File: src/rtl/adder_rr_arbiter.sv
// Round-robin arbiter that shares one registered DATA_W-bit adder between NUM_REQ
// valid/ready requesters and returns each sum, tagged with its requester id, on one response channel.
module adder_rr_arbiter #(
    parameter int NUM_REQ = 4,
    parameter int DATA_W  = 8,
    parameter int ID_W    = 2
) (
    input  logic                      clk,
    input  logic                      reset,
    input  logic [NUM_REQ-1:0]        req_valid,
    output logic [NUM_REQ-1:0]        req_ready,
    input  logic [NUM_REQ*DATA_W-1:0] req_a,
    input  logic [NUM_REQ*DATA_W-1:0] req_b,
    output logic                      rsp_valid,
    input  logic                      rsp_ready,
    output logic [ID_W-1:0]           rsp_id,
    output logic [DATA_W:0]           rsp_sum,
    output logic                      busy
);

    typedef enum logic [1:0] {
        IDLE,
        CALC,
        RESP
    } state_t;

    state_t            state;
    state_t            state_next;
    logic [ID_W-1:0]   rr_ptr;
    logic [ID_W-1:0]   grant_id;
    logic [ID_W-1:0]   grant_idx;
    logic              grant_found;
    logic [DATA_W-1:0] op_a;
    logic [DATA_W-1:0] op_b;
    logic [DATA_W:0]   sum_reg;

    // Index arithmetic modulo NUM_REQ, which need not be a power of two.
    function automatic logic [ID_W-1:0] wrap_add(input logic [ID_W-1:0] base, input int offset);
        int total;
        total = int'(base) + offset;
        if (total >= NUM_REQ) total = total - NUM_REQ;
        return ID_W'(total);
    endfunction

    // Search starts at rr_ptr so the last-served requester drops to lowest priority.
    always_comb begin
        // NOTE: every variable gets a default before any branch, so no latch is inferred.
        grant_found = 1'b0;
        grant_idx   = '0;
        for (int i = 0; i < NUM_REQ; i++) begin
            if (!grant_found && req_valid[wrap_add(rr_ptr, i)]) begin
                grant_found = 1'b1;
                grant_idx   = wrap_add(rr_ptr, i);
            end
        end
    end

    always_comb begin
        state_next = state;
        req_ready  = '0;
        case (state)
            IDLE: begin
                if (grant_found && !reset) begin
                    req_ready[grant_idx] = 1'b1;
                    state_next           = CALC;
                end
            end
            CALC:    state_next = RESP;
            RESP:    if (rsp_ready) state_next = IDLE;
            default: state_next = IDLE;
        endcase
    end

    always_ff @(posedge clk) begin
        // NOTE: sequential state uses non-blocking assignments so every register samples pre-edge values.
        if (reset) state <= IDLE;
        else       state <= state_next;
    end

    always_ff @(posedge clk) begin
        if (reset) begin
            rr_ptr   <= '0;
            grant_id <= '0;
            op_a     <= '0;
            op_b     <= '0;
            sum_reg  <= '0;
        end else begin
            if (state == IDLE && grant_found) begin
                op_a     <= req_a[int'(grant_idx)*DATA_W +: DATA_W];
                op_b     <= req_b[int'(grant_idx)*DATA_W +: DATA_W];
                grant_id <= grant_idx;
            end
            if (state == CALC) sum_reg <= {1'b0, op_a} + {1'b0, op_b};
            // Pointer advances only on acceptance, never on grant.
            if (state == RESP && rsp_ready) rr_ptr <= wrap_add(grant_id, 1);
        end
    end

    assign rsp_valid = (state == RESP);
    assign busy      = (state != IDLE);
    assign rsp_id    = grant_id;
    assign rsp_sum   = sum_reg;

endmodule

File: config.mk
export PLATFORM = sky130hd
export DESIGN_NAME = adder_rr_arbiter
export DESIGN_NICKNAME = d
export VERILOG_FILES = /design/src/rtl/adder_rr_arbiter.sv
export SDC_FILE = /design/constraint.sdc
export NUM_CORES = 1
export LEC_CHECK = 0
export ABC_AREA = 0
export CAP_MARGIN = 10
export CORE_ASPECT_RATIO = 0.6
export CORE_MARGIN = 2
export CORE_UTILIZATION = 46
export CTS_CLUSTER_DIAMETER = 100
export DETAILED_ROUTE_END_ITERATION = 6
export PLACE_DENSITY = 0.95
export SLEW_MARGIN = 5
export SYNTH_ARGS = -nofsm -noshare
export SYNTH_HDL_FRONTEND = slang
export SYNTH_SLANG_ARGS = --single-unit
File: constraint.sdc
create_clock -name clk -period 2.8 [get_ports clk]
set_input_delay 0.28 -clock clk [delete_from_list [all_inputs] [get_ports clk]]
set_output_delay 0.28 -clock clk [all_outputs]
set_load 0.01 [all_outputs]
# After elaboration in Yosys (flattened, before gate mapping)
# Cells that the tools add are included.
# W data, S select, Z words.
# op_classes
n_addsub,10
n_lt_le_gt_ge,11
n_eq_ne,4
n_shift,2
n_mux,28
n_reduce_logical,14
# op_table
op,count
$shiftx A32 B6 Y8,2
$mux W2,11
$lt A2 B3 Y1 const B,5
$ge A3 B3 Y1 const B,4
$sub A2 B1 Y2 const B,5
$add A8 B8 Y9,1
$mux W1,9
$bmux W1 S2,4
$mux W4,2
$logic_and A1 B1 Y1,7
$add A2 B1 Y3 const B,2
$add A2 B2 Y3 const B,2
$pmux W2 S3,1
$logic_not A1 Y1,4
$ge A2 B3 Y1 const B,1
$demux W1 S2,1
$eq A2 B1 Y1 const B,1
$eq A2 B2 Y1 const B,1
$ge A2 B1 Y1 const B,1
$logic_not A2 Y1,1
$ne A2 B1 Y1 const B,1
$ne A2 B2 Y1 const B,1
$reduce_and A2 Y1,1
$reduce_bool A2 Y1,1
# word_totals
regBits,31
in_bits,71
out_inout_bits,17
word_cells,75

# Depth between registers and ports, before layout
# depth
word_depth,20
ltp_mapped,8
ltp_nobuf,7

# Worst setup path after synthesis
# No wires, ideal clock.
# synth_path
path_type,register -> register
startpoint,register op_a[0]
endpoint,register sum_reg[6] (netlist: rsp_sum[6])
arrival_time_ps,1657
required_time_ps,2694
slack_ps,1037
stages_incl_launch_ff,7
path_buffers,0
cell_sequence,dfxtp_1 -> ha_1 -> fa_1 -> a21o_1 -> a211oi_1 -> nor2_1 -> o311ai_0
# synth_between
elab_chain_len,1
# synth_rtl
item,line,text
"start, declared",33,logic [DATA_W-1:0] op_a;
"start signal, assigned",89,op_a <= req_a[int'(grant_idx)*DATA_W +: DATA_W];
$add A8 B8 Y9,93,"if (state == CALC) sum_reg <= {1'b0, op_a} + {1'b0, op_b};"
"end signal, assigned",93,
"end, declared",35,logic [DATA_W:0] sum_reg;
# No other way between the ends.
# A chain may end at the register's enable or synchronous reset.

# Worst setup path after layout
# layout_path
startpoint,input port req_valid[2]
endpoint,output port req_ready[0]
# layout_between
elab_chain_len,18
# layout_rtl
item,line,text
"start, declared",10,"input logic [NUM_REQ-1:0] req_valid,"
$bmux W1 S2,51,"if (!grant_found && req_valid[wrap_add(rr_ptr, i)]) begin"
$mux W1 (not written as such),51,
$mux W1,51,
$logic_not A1 Y1,51,
$logic_and A1 B1 Y1,51,
$mux W1,51,
$logic_not A1 Y1,51,
$logic_and A1 B1 Y1,51,
[2 not listed],n/a,
$logic_and A1 B1 Y1,51,
$mux W2,51,
$lt A2 B3 Y1 (not written as such) or $ge A2 B1 Y1 (tied branches),64,req_ready[grant_idx] = 1'b1;
$logic_and A1 B1 Y1 (not written as such),64,
$mux W1 (not written as such),64,
$demux W1 S2,64,
$mux W4 (*),63,if (grant_found && !reset) begin
$mux W4 (*),61,case (state)
"end, declared",11,"output logic [NUM_REQ-1:0] req_ready,"
# Every way passes the cells marked *; elsewhere a longest branch is shown, timed or not. The select of a mux whose other input is x is not followed.

==> results_dict.tcl <==
set metrics [dict create \
    viasPerCell 5.70 \
    p_total_mw 1.61 \
    die-area_um2 5230 \
    hp-class "reg2reg" \
    fillerInstances 378 \
    ant_nets 0 \
    die_x_um 92.0 \
    grt_max_degree 21 \
    ys_seq_elements 31 \
    io_buffers 87 \
    nets 422 \
    report.final.slew_viol_count 0 \
    antenna_found_initial 0 \
    reg2reg_setup_slack_ps 770 \
    relSlewSlack_pct 57.4 \
    postLayoutCellArea_um2 3150 \
    setup_tns_ps 0 \
    wire_per_inst_um 16.3 \
    synthToLayoutAreaGrowth_pct 47.4 \
    layout.cells.non_filler 406 \
    grt_overflow 0 \
    min_period_ps 2520 \
    cts_setup_buffers 0 \
    end_kind "output pin" \
    fin_skew_ps 4.45 \
    clock_sinks 31 \
    worst_slack_ps 275 \
    yosysSeqAreaShare_pct 29.0 \
    post-dp-hpwl_um 5180 \
    grt_usage_pct 26.4 \
    grt_pass1_wl_um 10500 \
    synthCells 254 \
    synth_nets 334 \
    synth_edf_count 0 \
    r2r_start "rr_ptr[1]$_SDFFE_PP0P_" \
    period_share_pct 90.2 \
    rows 19 \
    place.gp.congestion 0.876 \
    path_delay_family "buffers and inverters" \
    route.detailed.drc 0 \
    ys_types 47 \
    cap_violations 0 \
    final_layout_size_suffix_gt1_share_pct 7.87 \
    totalWireLength_um 6600 \
    worstHoldStart "rsp_sum[4]$_SDFFE_PP0N_" \
    finalHoldWorstSlack_ps 451 \
    power.density_nw_per_um2 512 \
    pin_count 88 \
    timing.rr.end "op_a[5]$_SDFFE_PP0P_" \
    hold_buffers 0 \
    worstPathMaxFanout 9 \
    crit_arrival_ps 2240 \
    slowest_stage "clkdlybuf4s50_1" \
    grt_pass1_vias 2165 \
    numCtsBuffers 5 \
    root_buffer "clkbuf_8" \
    crit_top_cell "clkdlybuf4s50_1" \
    placed_area_um2 3030 \
    status "finished, final reports clean" \
    cts_resized 0 \
    max_stage_delay_ps 550 \
    synth_area_um2 2140 \
    reg2regPathDepth 6 \
    vias 2316 \
    start_util_pct 47.3 \
    final_cell_mix "87 x clkdlybuf4s50_1, 34 x nand2_1, 31 x dfxtp_1" \
    first_pass_iters 6 \
    path_buf_inv 2 \
    insertion_delay_ps 290 \
    crit_type "in2out" \
    fin_util_pct 69.8 \
    setup_viol 0 \
    place_inst 398 \
    multiInputGateArea_um2 1360 \
    cts_tree "done" \
    synth_ff_type "dfxtp_1" \
    htree_levels 2 \
    min_to "rsp_sum[4]$_SDFFE_PP0N_" \
    num_antenna_cells 0 \
    start_kind "input pin" \
    mostFrequentLayoutCell "clkdlybuf4s50_1" \
    seqCellArea_um2 621 \
    path_clk_slew_ps 60 \
    dp_slack_ps 300 \
    core-area_um2 4520 \
    peakVddDrop_mv 0.294 \
    tightest_slew_ps 638 \
    rsz0062_at_grt "no" \
    dieHeight_um 56.8 \
    p_leak_nw 1.21 \
    hold_viol 0 \
    hold_depth 2 \
    drt_iter0_markers 137 \
    max_freq_mhz 396 \
    cts_buffer_depth 2 \
    required_ps 2520 \
    crit_path_cell_trace "clkdlybuf4s50_1 -> or3_4 -> o21a_1 -> and3_1 -> clkdlybuf4s50_1" \
    synth-async-reset-ratio_pct 0 \
    syn_area_per_cell_um2 8.42 \
    ys_warn_count 0 \
]
[flip-flops by register name, summed over array words and instances (netlist names)]
signal / flops
rsp_sum: 9
op_a: 8
op_b: 8
rr_ptr: 2
rsp_id: 2
state: 2
[tightest hold or removal path, cell delays in order, from the launching register on]
cell     delay [ps]
dfxtp_1         310
nand2_1          50
a21oi_1          50
[layer usage]
metal  GRT usage [%]  vias up  wire (µm)  part of all wire [%]
met1            34.6     1055       2820                    43
met2            41.6      131       2900                    44
li1                -     1121          -                     -
met4            7.04        0        101                   1.5
met3            9.53        9        775                    12
met5               0        -          0                     0
[how the worst max path moves through the flow]
stage	slack (ps)	from	endpoint	cells past startpoint
after floorplan	1040	op_a[0]$_SDFFE_PP0P_	rsp_sum[6]$_SDFFE_PP0N_	6
after global placement	340	req_valid[2]	req_ready[1]	5
after detailed placement	300	req_valid[2]	req_ready[1]	5
after CTS	300	req_valid[2]	req_ready[1]	5
after global routing	190	rr_ptr[1]$_SDFFE_PP0P_	req_ready[2]	4
final	280	req_valid[2]	req_ready[0]	5
[Yosys cell counts (all sizes together) (6+ instances only)]
| library cell | n | share of area, % |
|---|---|---|
| nand2 | 34 | 6.0 |
| dfxtp | 31 | 29 |
| o21a | 13 | 4.6 |
| a211oi | 6 | 2.1 |
| buf | 12 | 6.0 |
| inv | 6 | 1.1 |
| mux2i | 17 | 8.0 |
| nor2 | 11 | 1.9 |
| o21ai | 25 | 6.4 |
| a21oi | 15 | 3.5 |
| a221o | 11 | 5.1 |
| ha | 8 | 4.7 |
[logic make-up (layout without fill, tap and decap cells)]
logic type	count (synthesis)	after routing	synth area share, %
flip-flops	31	31	29.0
AND/OR/NAND/NOR	78	78	17.8
adder cells (fa/ha/maj)	9	9	5.62
multiplexers	17	17	7.96
AO/OA/AOI/OAI	93	93	30.4
buffers and inverters	23	112	7.96
XOR/XNOR	3	3	1.23
[report_power, final]
part           internal (mW)  leakage (nW)  switching (mW)  total [mW]
Sequential             0.507         0.256          0.0526       0.559
Combinational          0.314         0.894           0.282       0.596
Clock                  0.288        0.0612           0.170       0.458
Total                   1.11          1.21           0.505        1.61
[cell type report]
class                   count  share of cell area, %
clock inverters             2                   1.11
well taps                  63                   2.50
inverters                   6                  0.715
clock buffers               6                   2.62
multi-input cells         200                   43.1
repair buffers             98                   30.3
flip-flops and latches     31                   19.7
Note: power is estimated with default switching activity, not from simulation.
